### src/rtl/uart_pkg.sv
`default_nettype none
`timescale 1ns/1ps
// ============================================================================
// Module   : uart_pkg
// Purpose  : Definitions shared by the p03 UART transmitter and receiver.
//            It holds the default frame geometry and the receiver state
//            encoding.
// Contents : UART_N            - default data bits per frame
//            UART_CLKS_PER_BIT - default clock cycles per bit period
//            uart_rx_state_t   - receiver FSM states
// Revision : 1.0 - initial release
// ============================================================================
package uart_pkg;

  localparam int UART_N            = 8;
  localparam int UART_CLKS_PER_BIT = 16;

  typedef enum logic [2:0] {
    IDLE      = 3'd0,
    START     = 3'd1,
    DATA      = 3'd2,
    PARITY    = 3'd3,
    STOP      = 3'd4,
    WAIT_IDLE = 3'd5
  } uart_rx_state_t;

endpackage
`default_nettype wire

### src/rtl/uart_sync.sv
`default_nettype none
`timescale 1ns/1ps
// ============================================================================
// Module   : uart_sync
// Purpose  : Two-flop synchronizer for a single asynchronous bit. Both flops
//            load RST_VAL on reset, so an idle-high line reads as idle
//            straight out of reset.
// Ports    : clk - clock
//            rst - synchronous active-high reset
//            d   - asynchronous input
//            q   - synchronized output
// Revision : 1.0 - initial release
// ============================================================================
module uart_sync #(
  parameter logic RST_VAL = 1'b0
) (
  input  logic clk,
  input  logic rst,
  input  logic d,
  output logic q
);

  logic meta;

  always_ff @(posedge clk) begin
    if (rst) begin
      meta <= RST_VAL;
      q    <= RST_VAL;
    end else begin
      meta <= d;
      q    <= meta;
    end
  end

endmodule
`default_nettype wire

### src/rtl/uart_rx.sv
`default_nettype none
`timescale 1ns/1ps
// ============================================================================
// Module   : uart_rx
// Purpose  : Oversampling UART receiver. It validates the start bit at
//            mid-bit and samples the data bits LSB first at mid-bit. It
//            checks the stop bit and, optionally, even parity. Each good
//            frame is delivered with a one-cycle rx_valid strobe.
// Config   : define UART_RX_PARITY_EN to expect an even-parity bit between
//            the data and the stop bit. Without it, parity_err stays 0.
// Ports    : clk        - clock
//            rst        - synchronous active-high reset
//            serial_rx  - asynchronous serial line, idle high
//            rx_data    - last good received word
//            rx_valid   - one-cycle pulse, rx_data updated
//            frame_err  - one-cycle pulse, stop bit sampled low
//            parity_err - one-cycle pulse alongside rx_valid on mismatch
//            busy       - receiver is not idle
// Revision : 1.0 - initial release
// ============================================================================
module uart_rx
  import uart_pkg::*;
#(
  parameter int N            = UART_N,
  parameter int CLKS_PER_BIT = UART_CLKS_PER_BIT
) (
  input  logic         clk,
  input  logic         rst,
  input  logic         serial_rx,
  output logic [N-1:0] rx_data,
  output logic         rx_valid,
  output logic         frame_err,
  output logic         parity_err,
  output logic         busy
);

  localparam int HALF = CLKS_PER_BIT / 2;
  localparam int CW   = $clog2(CLKS_PER_BIT);
  localparam int BW   = $clog2(N + 1);

  localparam logic [CW-1:0] CNT_HALF  = CW'(HALF - 1);
  localparam logic [CW-1:0] CNT_BIT   = CW'(CLKS_PER_BIT - 1);
  localparam logic [BW-1:0] BITS_LAST = BW'(N - 1);

  logic           s;
  uart_rx_state_t state;
  logic [CW-1:0]  cyc_cnt;
  logic [BW-1:0]  bit_cnt;
  logic [N-1:0]   shreg;
`ifdef UART_RX_PARITY_EN
  logic           par_bad;
`endif

  // The line is held idle (1) through reset so that no false start edge
  // appears when reset is released.
  uart_sync #(
    .RST_VAL (1'b1)
  ) u_sync (
    .clk (clk),
    .rst (rst),
    .d   (serial_rx),
    .q   (s)
  );

  assign busy = (state != IDLE);

  always_ff @(posedge clk) begin
    if (rst) begin
      state      <= IDLE;
      cyc_cnt    <= '0;
      bit_cnt    <= '0;
      shreg      <= '0;
      rx_data    <= '0;
      rx_valid   <= 1'b0;
      frame_err  <= 1'b0;
      parity_err <= 1'b0;
`ifdef UART_RX_PARITY_EN
      par_bad    <= 1'b0;
`endif
    end else begin
      rx_valid   <= 1'b0;
      frame_err  <= 1'b0;
      parity_err <= 1'b0;

      case (state)
        IDLE: begin
          if (!s) begin
            state   <= START;
            cyc_cnt <= '0;
          end
        end

        // Recheck the line at mid start bit. If it is high again, the low
        // level was a glitch and not a frame.
        START: begin
          if (cyc_cnt == CNT_HALF) begin
            if (s) begin
              state <= IDLE;
            end else begin
              state   <= DATA;
              cyc_cnt <= '0;
              bit_cnt <= '0;
            end
          end else begin
            cyc_cnt <= cyc_cnt + 1'b1;
          end
        end

        // The counter is phased to mid-bit, so every full period lands on
        // the centre of the next bit. LSB arrives first, so shift right.
        DATA: begin
          if (cyc_cnt == CNT_BIT) begin
            cyc_cnt <= '0;
            shreg   <= {s, shreg[N-1:1]};
            if (bit_cnt == BITS_LAST) begin
              bit_cnt <= '0;
`ifdef UART_RX_PARITY_EN
              state   <= PARITY;
`else
              state   <= STOP;
`endif
            end else begin
              bit_cnt <= bit_cnt + 1'b1;
            end
          end else begin
            cyc_cnt <= cyc_cnt + 1'b1;
          end
        end

`ifdef UART_RX_PARITY_EN
        // Even parity: the data bits together with the parity bit XOR to 0.
        PARITY: begin
          if (cyc_cnt == CNT_BIT) begin
            cyc_cnt <= '0;
            par_bad <= s ^ (^shreg);
            state   <= STOP;
          end else begin
            cyc_cnt <= cyc_cnt + 1'b1;
          end
        end
`endif

        // Leaving at mid-stop gives half a bit of slack before the next
        // start edge, so back-to-back frames are not missed.
        STOP: begin
          if (cyc_cnt == CNT_BIT) begin
            cyc_cnt <= '0;
            if (s) begin
              rx_data  <= shreg;
              rx_valid <= 1'b1;
`ifdef UART_RX_PARITY_EN
              parity_err <= par_bad;
`endif
              state    <= IDLE;
            end else begin
              frame_err <= 1'b1;
              state     <= WAIT_IDLE;
            end
          end else begin
            cyc_cnt <= cyc_cnt + 1'b1;
          end
        end

        // After a bad stop bit the line may stay low (break). Wait for it
        // to return high so that the low level is not taken as a new start.
        WAIT_IDLE: begin
          if (s) begin
            state <= IDLE;
          end
        end

        default: begin
          state <= IDLE;
        end
      endcase
    end
  end

endmodule
`default_nettype wire

### config.mk
export PLATFORM = sky130hd
export DESIGN_NAME = uart_rx
export DESIGN_NICKNAME = d
export VERILOG_FILES = /design/src/rtl/uart_pkg.sv /design/src/rtl/uart_sync.sv /design/src/rtl/uart_rx.sv
export SDC_FILE = /design/constraint.sdc
export NUM_CORES = 1
export LEC_CHECK = 0
export BUFFER_PORTS_ARGS = -buffer_cell sky130_fd_sc_hd__buf_2
export CAP_MARGIN = 20
export CELL_PAD_IN_SITES_DETAIL_PLACEMENT = 0
export CELL_PAD_IN_SITES_GLOBAL_PLACEMENT = 1
export CORE_MARGIN = 8
export CORE_UTILIZATION = 44
export DETAILED_ROUTE_END_ITERATION = 8
export PLACE_DENSITY_LB_ADDON = 0.1
export SLEW_MARGIN = 20
export SYNTH_ARGS = -nofsm -noshare
export SYNTH_HDL_FRONTEND = slang
export SYNTH_SLANG_ARGS = --single-unit
### constraint.sdc
create_clock -name clk -period 2.17 [get_ports clk]
set_input_delay 0.1085 -clock clk [delete_from_list [all_inputs] [get_ports clk]]
set_output_delay 0.1085 -clock clk [all_outputs]
set_load 0.03 [all_outputs]
; ---- After elaboration in Yosys (flattened, before gate mapping)
; Index checks and enable logic that the tools add are counted.
[totals]
wordCells = 57
out_inout_bits = 12
regBits = 31
[op_classes]
muxes = 20
bitwise = 2
add_sub_neg = 2
n_eq_ne = 14
reduce_logical = 10
[op_table]
columns = cell, n
row1 = 4-bit two-way mux, 7
row2 = 3-bit two-way mux, 7
row3 = 3-bit case mux with 5 select lines, 1
row4 = 2-bit != test (second input constant), 6
row5 = 4-bit case mux with 3 select lines, 1
row6 = 4-bit by 1-bit adder with 4-bit output (second input constant), 2
row7 = 4-bit by 3-bit equality test with 1-bit output (second input constant), 2
row8 = 4-bit case mux with 2 select lines, 1
row9 = 3-bit equality test (second input constant), 2
row10 = 6-bit AND reduction, 1
row11 = 3-bit nonzero test, 2
row12 = 4-bit equality test (second input constant), 1
row13 = 4-bit AND reduction, 1
row14 = 3-bit by 1-bit equality test with 1-bit output (second input constant), 1
row15 = 3-bit by 2-bit equality test with 1-bit output (second input constant), 1
row16 = 3-bit zero test, 1
row17 = 3-bit AND reduction, 1
row18 = 3-bit OR reduction, 1
row19 = 1-bit two-way mux, 2
row20 = 2-bit two-way mux, 1
row21 = 2-bit by 1-bit != test with 1-bit output (second input constant), 1
row22 = 1-bit NOT, 2
row23 = 2-bit AND reduction, 1
row24 = 2-bit nonzero test, 1
row25 = 2-bit OR reduction, 1

; ---- Longest topological paths before layout
; Gate-level depths: netlist of the first run.
[logic_depth]
depth_word = 4
mapped_depth = 7
depth_no_buf = 5

; ---- Modules after synthesis
; A second synthesis of the first run with hierarchy kept.
[hier_totals]
hier_cells = 161
hier_area_um2 = 1416.4
[by_module_without_submodules]
columns = module, cells_each, area_per_inst_um2, n_inst, seq_area_each_um2
row1 = uart_rx, 157, 1363.8, 1, 580.6
row2 = uart_sync, 4, 52.6, 1, 40.0

; ---- Worst setup path after synthesis of the first run
; Ideal clock, no wire load.
[synth_timing]
path_kind = reg2reg
startpoint = register cyc_cnt[0]
endpoint = register state[0]
stages_incl_launch_ff = 7
period_less_slack_ns = 1.628
n_path_buf = 1
t_arrival_ns = 1.499
setup_ns = 0.129
setup_slack_ns = 0.542
t_required_ns = 2.041
cell_sequence = dfxtp_1 -> ha_1 -> and3_1 -> buf_6 -> o32ai_2 -> a21boi_1 -> mux2i_1
[synth_between]
elab_chain_len = 3
[synth_rtl]
columns = item, line
row1 = start: declaration, uart_rx.sv:47  ; logic [CW-1:0] cyc_cnt;
row2 = start signal: assignment, uart_rx.sv:105  ; cyc_cnt <= cyc_cnt + 1'b1;
row3 = start signal: assignment, uart_rx.sv:126  ; cyc_cnt <= cyc_cnt + 1'b1;
row4 = start signal: assignment, uart_rx.sv:160  ; cyc_cnt <= cyc_cnt + 1'b1;
row5 = 4-bit equality test / 4-bit by 3-bit equality test with 1-bit output (equally long branches), "uart_rx.sv:112, uart_rx.sv:146, uart_rx.sv:96"
row6 = 2-bit != test (no line), -
row7 = 6-bit AND reduction (no line) (*), -
row8 = end signal: assignment, uart_rx.sv:120  ; state <= STOP;
row9 = end signal: assignment, uart_rx.sv:154  ; state <= IDLE;
row10 = end signal: assignment, uart_rx.sv:157  ; state <= WAIT_IDLE;
row11 = end: declaration, uart_rx.sv:46  ; uart_rx_state_t state;
; Mark *: on every way between the ends. The rest lies on a longest branch, timed or not.
; A chain may end at the register's enable or synchronous reset.

; ---- Final worst setup path of the first run
[layout_timing]
startpoint = register state[1]
endpoint = register bit_cnt[3]
[layout_between]
elab_chain_len = 3
[layout_rtl]
columns = item, line
row1 = start signal: assignment, uart_rx.sv:69  ; state <= IDLE;
row2 = start signal: assignment, uart_rx.sv:88  ; state <= START;
row3 = start signal: assignment, uart_rx.sv:98  ; state <= IDLE;
row4 = 3-bit by 1-bit equality test with 1-bit output / 3-bit by 2-bit equality test with 1-bit output (equally long branches), uart_rx.sv:85  ; case (state)
row5 = 2-bit != test (no line) / 2-bit nonzero test (equally long branches), -
row6 = 4-bit AND reduction (no line), -
row7 = end signal: assignment, uart_rx.sv:123  ; bit_cnt <= bit_cnt + 1'b1;
row8 = end: declaration, uart_rx.sv:48  ; logic [BW-1:0] bit_cnt;
; Parallel ways exist; a longest one is shown, timed or not.

==> results of run 1 <==
[what timing repair did]
item / CTS / global route
resized for setup: 0 / 0
setup endpoints to repair: 0 / 0
hold endpoints to repair: 1 / 0
hold buffers: 1 / 0
[state kept, by name (all words and copies together), names as in the netlist]
name / cells
rx_data: 8
shreg: 8
bit_cnt: 4
cyc_cnt: 4
state: 3
frame_err: 1
rx_valid: 1
u_sync.meta: 1
u_sync.q: 1
[power breakdown]
group          switching [mW]  total (mW)  internal (mW)
sequential            0.00568       0.577          0.572
clock                   0.200       0.472          0.272
combinational          0.0248      0.0391         0.0143
[per-layer routing]
metal	vias to the layer above	GRT usage	wire length [um]
met5	-	0	0
met4	0	0.0466	33
met3	5	0.0437	138
met2	16	0.203	1410
met1	556	0.140	1390
li1	604	-	-
[layout make-up]
type / count / area [sq um]
Timing Repair Buffer: 16 / 90.1
Clock inverter: 2 / 35.0
Tap cell: 46 / 57.6
Clock buffer: 6 / 51.3
Fill cell: 326 / 1650
Sequential cell: 31 / 621
Multi-Input combinational cell: 121 / 779
[logic make-up (layout without fill, tap and decap cells)]
group / after synthesis / in the layout / synth area share
buffers and inverters: 11 / 24 / 0.0517
multiplexers: 11 / 11 / 0.0746
adder cells (fa/ha/maj): 2 / 2 / 0.0169
AND/OR/NAND/NOR: 71 / 71 / 0.264
flip-flops: 31 / 31 / 0.420
AO/OA/AOI/OAI: 34 / 34 / 0.158
other: 1 / 1 / 0.00254
XOR/XNOR: 2 / 2 / 0.0119
[cells in the mapped netlist, types with 3 or more instances]
cell | number | area [sq um]
a21oi_1 | 14 | 70.1
buf_2 | 3 | 15.0
buf_6 | 3 | 33.8
clkbuf_1 | 3 | 11.3
dfxtp_1 | 31 | 621
mux2i_1 | 11 | 110
nand2_1 | 20 | 75.1
nand2b_1 | 6 | 37.5
nand3_1 | 4 | 20.0
nor2_1 | 15 | 56.3
nor3_1 | 5 | 25.0
o21ai_0 | 5 | 25.0
or4_1 | 3 | 22.5
[metrics by stage]
stage	setup slack (ns)	hold WS, ns	area [sq um]	util
global route	0.155	0.293	1630	0.498
CTS	0.308	0.257	1630	0.498
detailed placement	0.319	0.303	1540	0.468
global placement	0.385	0.298	1540	0.468
finish	0.309	0.269	1630	0.498
floorplan	0.542	0.212	1480	-
[worst max path at each step]
stage,startpoint,endpoint,slack (ns),cells after the start
after global routing,cyc_cnt[0],bit_cnt[3],0.15,5
final,state[1],bit_cnt[3],0.31,4
after CTS,cyc_cnt[0],bit_cnt[3],0.31,5
after detailed placement,cyc_cnt[0],bit_cnt[3],0.32,5
after global placement,state[1],bit_cnt[3],0.39,4
after floorplan,cyc_cnt[0],state[0],0.54,6
==> impl_metrics.py, run 1 <==
metrics = {
    "status": {
        "status": "finished, final reports clean",
    },
    "critical_path": {
        "crit_slowest_cell": "dfxtp_1",
        "cp-end-kind": "flip-flop",
        "r2r-end": "bit_cnt[3]",
        "r2r_slack_ns": 0.31,
        "cpPeakStageDelay_ns": 0.65,
        "setup.worst_path.start_class": "flip-flop",
        "worstPathMaxFanout": 15,
        "critPathArrivalTime_ns": 2.12,
        "r2r_start": "state[1]",
        "critPathRequiredTime_ns": 2.43,
        "path_buf_inv": 0,
        "rr_worst_depth": 4,
        "cpLargestDelayFamily": "simple AND/OR/NAND/NOR gates",
        "crit_type": "reg2reg",
        "crit_chain": "nor3b_2 -> nand2_2 -> or4_1 -> a31oi_1",
    },
    "place": {
        "gp_congestion": 0.822,
        "place_inst": 213,
        "io_buffers": 13,
        "place_hpwl_um": 2040,
    },
    "min_path": {
        "whs_endpoint": "rx_data[3]",
        "whs_path_depth": 2,
        "hold_class": "in2reg",
        "hold_start": "rst",
    },
    "drt": {
        "wl_per_cell_um": 13.4,
        "vias": 1181,
        "via_per_inst": 5.32,
        "routed_wl_um": 2970,
        "post-route-drc-count": 0,
        "ant_nets": 0,
        "drtIter0Drc": 79,
        "first_pass_iters": 4,
    },
    "clock_tree": {
        "insertion_delay_ns": 0.33,
        "numCtsBuffers": 5,
        "cts_tree": "yes",
        "post-cts-setup-buffer-count": 0,
        "clkTransAtPathRegs_ns": 0.10,
        "root_buffer": "clkbuf_4",
        "cts.path.max_buffers": 2,
        "cts_sinks": 31,
        "htree_levels": 2,
    },
    "synthesis": {
        "synthDistinctLibCells": 45,
        "synth.avg_cell_area_sq_um": 9.06,
        "ys_seq_area_frac": 0.420,
        "synth_edf_count": 0,
        "synth.cell_area_sq_um": 1480,
        "postSynth.asyncResetShare": 0,
        "synthCells": 163,
        "ys_warn_count": 0,
        "synth_seq_cells": 31,
        "synth_fp_nets": 168,
        "synthFlopType": "dfxtp_1",
    },
    "cells_and_area": {
        "fin_nets": 180,
        "num_antenna_cells": 0,
        "layoutNonFillerInstCount": 222,
        "drive_gt1_frac": 0.188,
        "area_growth_pct": 10.7,
        "layout_common_cells": "31 x dfxtp_1, 20 x nand2_1, 15 x nor2_1",
        "final_common_cell": "dfxtp_1",
    },
    "die": {
        "core_area_sq_um": 3280,
        "die_area_sq_um": 5460,
        "die_w_um": 73.9,
        "die_h_um": 73.9,
        "num_rows": 21,
        "initial_core_util": 0.450,
        "pin_count": 15,
    },
    "global_routing": {
        "grt_pass1_vias": 1151,
        "grt_usage": 0.123,
        "overflow": 0,
        "antenna_found_initial": 0,
        "grt_pass1_wl_um": 5200,
        "grt_max_degree": 37,
    },
    "timing": {
        "setup_viol": 0,
        "finalSetupTns_ns": 0,
        "grt_setup_unrepaired": "no",
        "slew_headroom": 0.594,
        "fin_skew_ns": 0.00476,
        "finalHoldViolations": 0,
        "drv_slew": 0,
        "tightest_slew_ns": 0.609,
        "min_period_ns": 1.86,
        "clock.fmax_ghz": 0.537,
        "fin_crit_sh": 0.857,
    },
    "power_and_ir_drop": {
        "powerDensity_nw_per_um2": 666,
        "peakVddDrop_uv": 327,
        "leakage_nw": 0.675,
        "p_total_mw": 1.09,
    },
    "job": {
        "cap_violations": 0,
    },
}
(Power assumes the default switching activity.)
==> run 2: changes to the inputs <==
ABC_AREA = 1   (was unset)
CORE_UTILIZATION = 41   (was 44)
RECOVER_POWER = 25   (was unset)
==> impl_metrics.py, run 2 <==
metrics = {
    "timing": {
        "setup_viol": 0,
        "clock.fmax_ghz": 0.625,
        "finalHoldViolations": 0,
        "tightest_slew_ns": 0.538,
        "grt_setup_unrepaired": "no",
        "fin_skew_ns": 0.0136,
        "fin_crit_sh": 0.737,
        "finalSetupTns_ns": 0,
        "min_period_ns": 1.60,
        "slew_headroom": 0.641,
        "drv_slew": 0,
    },
    "die": {
        "num_rows": 21,
        "die_w_um": 75.1,
        "die_h_um": 75.1,
        "die_area_sq_um": 5650,
        "pin_count": 15,
        "core_area_sq_um": 3340,
        "initial_core_util": 0.430,
    },
    "clock_tree": {
        "numCtsBuffers": 5,
        "cts_sinks": 31,
        "cts.hold.buffers_added": 1,
        "clkTransAtPathRegs_ns": 0.10,
        "root_buffer": "clkbuf_4",
        "post-cts-setup-buffer-count": 0,
        "cts_tree": "yes",
        "insertion_delay_ns": 0.34,
        "cts-resized-gates": 0,
        "htree_levels": 2,
        "cts.path.max_buffers": 2,
    },
    "cells_and_area": {
        "fin_nets": 225,
        "drive_gt1_frac": 0.131,
        "multi_input_area_sq_um": 718,
        "fillers": 382,
        "num_antenna_cells": 0,
        "final_common_cell": "nor2_1",
        "area_growth_pct": 10.4,
        "reg.largest.list": "rx_data x8, shreg x8",
        "ff_latch_area_sq_um": 621,
        "layout_common_cells": "51 x nor2_1, 33 x nand2_1, 31 x dfxtp_1",
    },
    "synthesis": {
        "synth_seq_cells": 31,
        "yosysTopAreaCell": "dfxtp_1",
        "synth_edf_count": 0,
        "synth.avg_cell_area_sq_um": 7.03,
        "ys_top_cells_by_area": "dfxtp_1 43%, nor2_1 13%, nand2_1 8.6%, o21ai_0 6.6%, nand3_1 4.5%",
        "synth_common_cells": "51 x nor2_1, 33 x nand2_1, 31 x dfxtp_1",
        "synth.cell_area_sq_um": 1430,
        "synth_top_area_frac": 0.433,
        "synthDistinctLibCells": 26,
        "yosysMostFrequentCell": "nor2_1",
        "ys_seq_area_frac": 0.433,
        "synthFlopType": "dfxtp_1",
        "synthCells": 204,
        "postSynth.asyncResetShare": 0,
        "ys_warn_count": 0,
        "synth_fp_nets": 209,
    },
    "global_routing": {
        "grt_usage": 0.127,
        "overflow": 0,
        "grt_pass1_vias": 1260,
        "grt_pass1_wl_um": 5470,
        "grt_max_degree": 21,
        "antenna_found_initial": 0,
    },
    "drt": {
        "drtIter0Drc": 28,
        "first_pass_iters": 4,
        "via_per_inst": 4.91,
        "routed_wl_um": 3210,
        "ant_nets": 0,
        "vias": 1310,
        "wl_per_cell_um": 12.0,
        "post-route-drc-count": 0,
    },
    "power_and_ir_drop": {
        "sw_frac_of_total": 0.388,
        "p_total_mw": 1.45,
        "leakage_nw": 0.732,
        "powerDensity_nw_per_um2": 913,
        "peakVddDrop_uv": 352,
        "p_comb_frac": 0.327,
        "switchingPower_uw": 560,
        "power_frac_seq": 0.451,
        "internal_power_uw": 885,
        "clkPwrFrac": 0.222,
    },
    "place": {
        "gp_congestion": 0.827,
        "io_buffers": 13,
        "place_hpwl_um": 2390,
    },
    "critical_path": {
        "setup.worst_path.start_class": "flip-flop",
        "crit_type": "reg2reg",
        "critPathRequiredTime_ns": 2.40,
        "critPathArrivalTime_ns": 1.83,
        "cp-end-kind": "flip-flop",
        "r2r_slack_ns": 0.57,
        "worstPathMaxFanout": 9,
    },
    "min_path": {
        "hold_class": "in2reg",
    },
    "job": {
        "cap_violations": 0,
    },
    "status": {
        "status": "finished, final reports clean",
    },
}
-- run 2: cell count changes after synthesis, sizes merged, moves of 5 or more --
| cell | delta |
|---|---|
| nand3 | +11 |
| nor2 | +40 |
| nand2b | -6 |
| nand2 | +16 |
| inv | +17 |
| o21ai | +14 |
| mux2i | -11 |
| nor3 | -5 |
-- run 2: path summary, 6_finish.rpt --
| check | end | start | depth (start not counted) |
|---|---|---|---|
| hold reg to reg | u_sync.q | u_sync.meta | 1 |
| setup reg to reg | rx_data[7] | cyc_cnt[0] | 6 |
| hold / removal | cyc_cnt[3] | rst | 2 |
| setup / recovery | rx_data[7] | cyc_cnt[0] | 6 |
-- run 2: layer usage --
| metal | routed length (um) | global-route usage |
|---|---|---|
| met5 | 0 | 0 |
| met4 | 47 | 0.0512 |
| met3 | 134 | 0.0399 |
| met2 | 1620 | 0.227 |
| met1 | 1410 | 0.134 |
-- run 2: power by group through the flow --
stage / Combinational, mW / Clock [mW] / Sequential [mW]
2_1_floorplan: 0.387 / 0 / 0.655
3_3_place_gp: 0.472 / 0 / 0.664
3_5_place_dp: 0.477 / 0 / 0.665
4_1_cts: 0.480 / 0.329 / 0.652
5_1_grt: 0.537 / 0.359 / 0.659
6_report: 0.473 / 0.320 / 0.651
-- run 2: final cells by class --
class / count / area share
clock inverter: 1 / 0.00316
multi-input combinational: 150 / 0.454
sequential: 31 / 0.392
timing repair buffer: 15 / 0.0458
inverter: 17 / 0.0403
clock buffer: 7 / 0.0285
tap: 46 / 0.0364
-- run 2: cells by family after synthesis --
kind of cell	Yosys count	synth area share
xor gates and xnor gates	1	0.00611
buffers and inverters	23	0.0663
other	1	0.00262
AOI/OAI and AO/OA	31	0.110
adders and majority gates	2	0.0174
DFF	31	0.433
and+or+nand+nor	115	0.365
-- run 2: worst max-delay path, cell delays in order, from the launching register on --
cell and delay [ns]:
dfxtp_1 0.40, ha_1 0.27, nand3_4 0.14, nor3_4 0.36, inv_2 0.14, nor2_1 0.12
nor2_1 0.05
-- run 2: per-stage QoR --
| stage | util | hold slack (ns) | instance area (sq um) | cells | setup slack, ns |
|---|---|---|---|---|---|
| floorplan | - | 0.212 | 1430 | 204 | 0.801 |
| global placement | 0.459 | 0.297 | 1530 | 258 | 0.605 |
| detailed placement | 0.459 | 0.298 | 1530 | 258 | 0.586 |
| CTS | 0.477 | 0.115 | 1590 | 267 | 0.562 |
| global route | 0.474 | 0.140 | 1580 | 267 | 0.418 |
| finish | 0.474 | 0.111 | 1580 | 267 | 0.570 |
==> run 3: changes to the inputs <==
ABC_AREA = 0   (was 1)
CORE_UTILIZATION = 39   (was 41)
clock period = 1.3 ns   (was 2.17 ns; I/O delays follow)
==> impl_metrics.py, run 3 (synthesized netlist as in run 1, its figures left out) <==
metrics = {
    "global_routing": {
        "grt_pass1_wl_um": 6070,
        "grt_pass1_vias": 1292,
        "overflow": 0,
        "grt_max_degree": 29,
        "antenna_found_initial": 0,
        "grt_usage": 0.124,
    },
    "drt": {
        "drtIter0Drc": 70,
        "post-route-drc-count": 0,
        "vias": 1377,
        "via_per_inst": 5.10,
        "ant_nets": 0,
        "wl_per_cell_um": 14.1,
        "first_pass_iters": 4,
        "routed_wl_um": 3810,
    },
    "cells_and_area": {
        "fin_area_sq_um": 2270,
        "fillers": 334,
        "fin_nets": 226,
        "reg.largest.list": "rx_data x8, shreg x8",
        "layout_common_cells": "37 x buf_4, 26 x dfxtp_1, 14 x nor2_1",
        "num_antenna_cells": 0,
        "final_common_cell": "buf_4",
        "area_growth_pct": 54.0,
        "drive_gt1_frac": 0.505,
        "layoutNonFillerInstCount": 270,
    },
    "timing": {
        "fin_skew_ns": 0.00636,
        "setup_viol": 29,
        "finalHoldViolations": 0,
        "setup_slack_ns": -0.236,
        "clock.fmax_ghz": 0.651,
        "finalSetupTns_ns": -3.60,
        "timing.hold.ws_ns": 0.0924,
        "fin_crit_sh": 1.18,
        "grt_setup_unrepaired": "yes",
        "drv_slew": 0,
        "min_period_ns": 1.54,
    },
    "clock_tree": {
        "numCtsBuffers": 5,
        "clkTransAtPathRegs_ns": 0.07,
        "root_buffer": "clkbuf_8",
        "cts.path.max_buffers": 2,
        "insertion_delay_ns": 0.28,
        "htree_levels": 2,
        "cts_sinks": 31,
        "cts_tree": "yes",
    },
    "place": {
        "gp_congestion": 0.830,
        "post_dp_cell_area_sq_um": 1830,
        "place_hpwl_um": 2370,
        "place_inst": 246,
        "io_buffers": 13,
    },
    "die": {
        "pin_count": 15,
        "die_area_sq_um": 6010,
        "initial_core_util": 0.403,
        "die_h_um": 77.5,
        "core_area_sq_um": 3660,
        "die_w_um": 77.5,
        "num_rows": 22,
    },
    "critical_path": {
        "worstPathMaxFanout": 5,
        "crit_type": "reg2reg",
        "r2r-end": "bit_cnt[0]",
        "critPathRequiredTime_ns": 1.52,
        "setup.worst_path.start_class": "flip-flop",
        "r2r_slack_ns": -0.24,
        "cp-end-kind": "flip-flop",
        "startpoint": "cyc_cnt[0]",
        "r2r_start": "cyc_cnt[0]",
        "endpoint": "bit_cnt[0]",
        "critPathArrivalTime_ns": 1.76,
        "rr_worst_depth": 5,
    },
    "status": {
        "violations": "setup timing",
        "status": "finished, violations left",
    },
    "job": {
        "cap_violations": 0,
    },
    "power_and_ir_drop": {
        "switchingPower_uw": 433,
        "clkPwrFrac": 0.480,
        "internal_power_mw": 1.62,
        "power_frac_seq": 0.466,
        "powerDensity_nw_per_um2": 905,
        "p_total_mw": 2.06,
        "leakage_nw": 1.03,
        "p_comb_frac": 0.055,
        "sw_frac_of_total": 0.210,
        "peakVddDrop_uv": 844,
    },
    "min_path": {
        "hold_class": "in2reg",
    },
}
## run 3: changes by cell type in the layout (fill, tap and decap cells not counted), moves of 10 or more
cell     delta
nand3_1    -10
nand2_1    -21
buf_6      +10
buf_4      +36
nor2_1     -37
o21ai_0    -15
inv_1      -13
## run 3: stage by stage
stage / utilization / setup WS (ns)
after global routing: 0.621 / -0.287
after global placement: 0.500 / -0.193
after floorplan: - / -0.233
final: 0.621 / -0.236
after CTS: 0.577 / -0.209
after detailed placement: 0.500 / -0.229
## run 3: how the worst min path moves through the flow
stage                     depth (start not counted)  slack, ns      start           to
final                                             2       0.09        rst   cyc_cnt[0]
after global routing                              2       0.10        rst   cyc_cnt[0]
after CTS                                         2       0.08        rst   cyc_cnt[0]
after detailed placement                          2       0.26  serial_rx  u_sync.meta
after global placement                            2       0.25  serial_rx  u_sync.meta
after floorplan                                   1       0.17  serial_rx  u_sync.meta
## run 3: repair_timing
action | CTS | global route
setup buffers | 6 | 11
hold endpoints to repair | 1 | 0
endpoints found under the setup margin | 28 | 28
cloned | 1 | 1
pin swaps | 10 | 22
hold buffers | 1 | 0
gates resized for setup | 21 | 31
## run 3: layout make-up
cell class	instances	area (sq um)	area share
flip-flops and latches	31	634	0.279
well taps	48	60.1	0.0264
clock inverters	2	35.0	0.0154
clock buffers	6	82.6	0.0363
repair buffers	62	504	0.222
multi-input cells	121	957	0.421
## run 3: critical path: stages, from the launching register on
cell	delay [ns]
dfxtp_2	0.35
ha_4	0.15
and3_4	0.24
a22oi_2	0.10
or4_1	0.51
a21oi_1	0.13
## run 3: layer usage
layer,share of wire,global-route usage,vias up
li1,-,-,695
met1,0.41,0.131,650
met2,0.53,0.216,26
met3,0.041,0.0449,6
met4,0.014,0.0547,0
met5,0,0,-
## run 3: power groups by stage
stage	sequential, mW	clock [mW]	combinational, mW
6_report	0.957	0.987	0.112
5_1_grt	0.957	1.06	0.121
4_1_cts	0.958	1.01	0.102
3_5_place_dp	0.984	0	0.0888
3_3_place_gp	0.984	0	0.0881
2_1_floorplan	0.982	0	0.0626
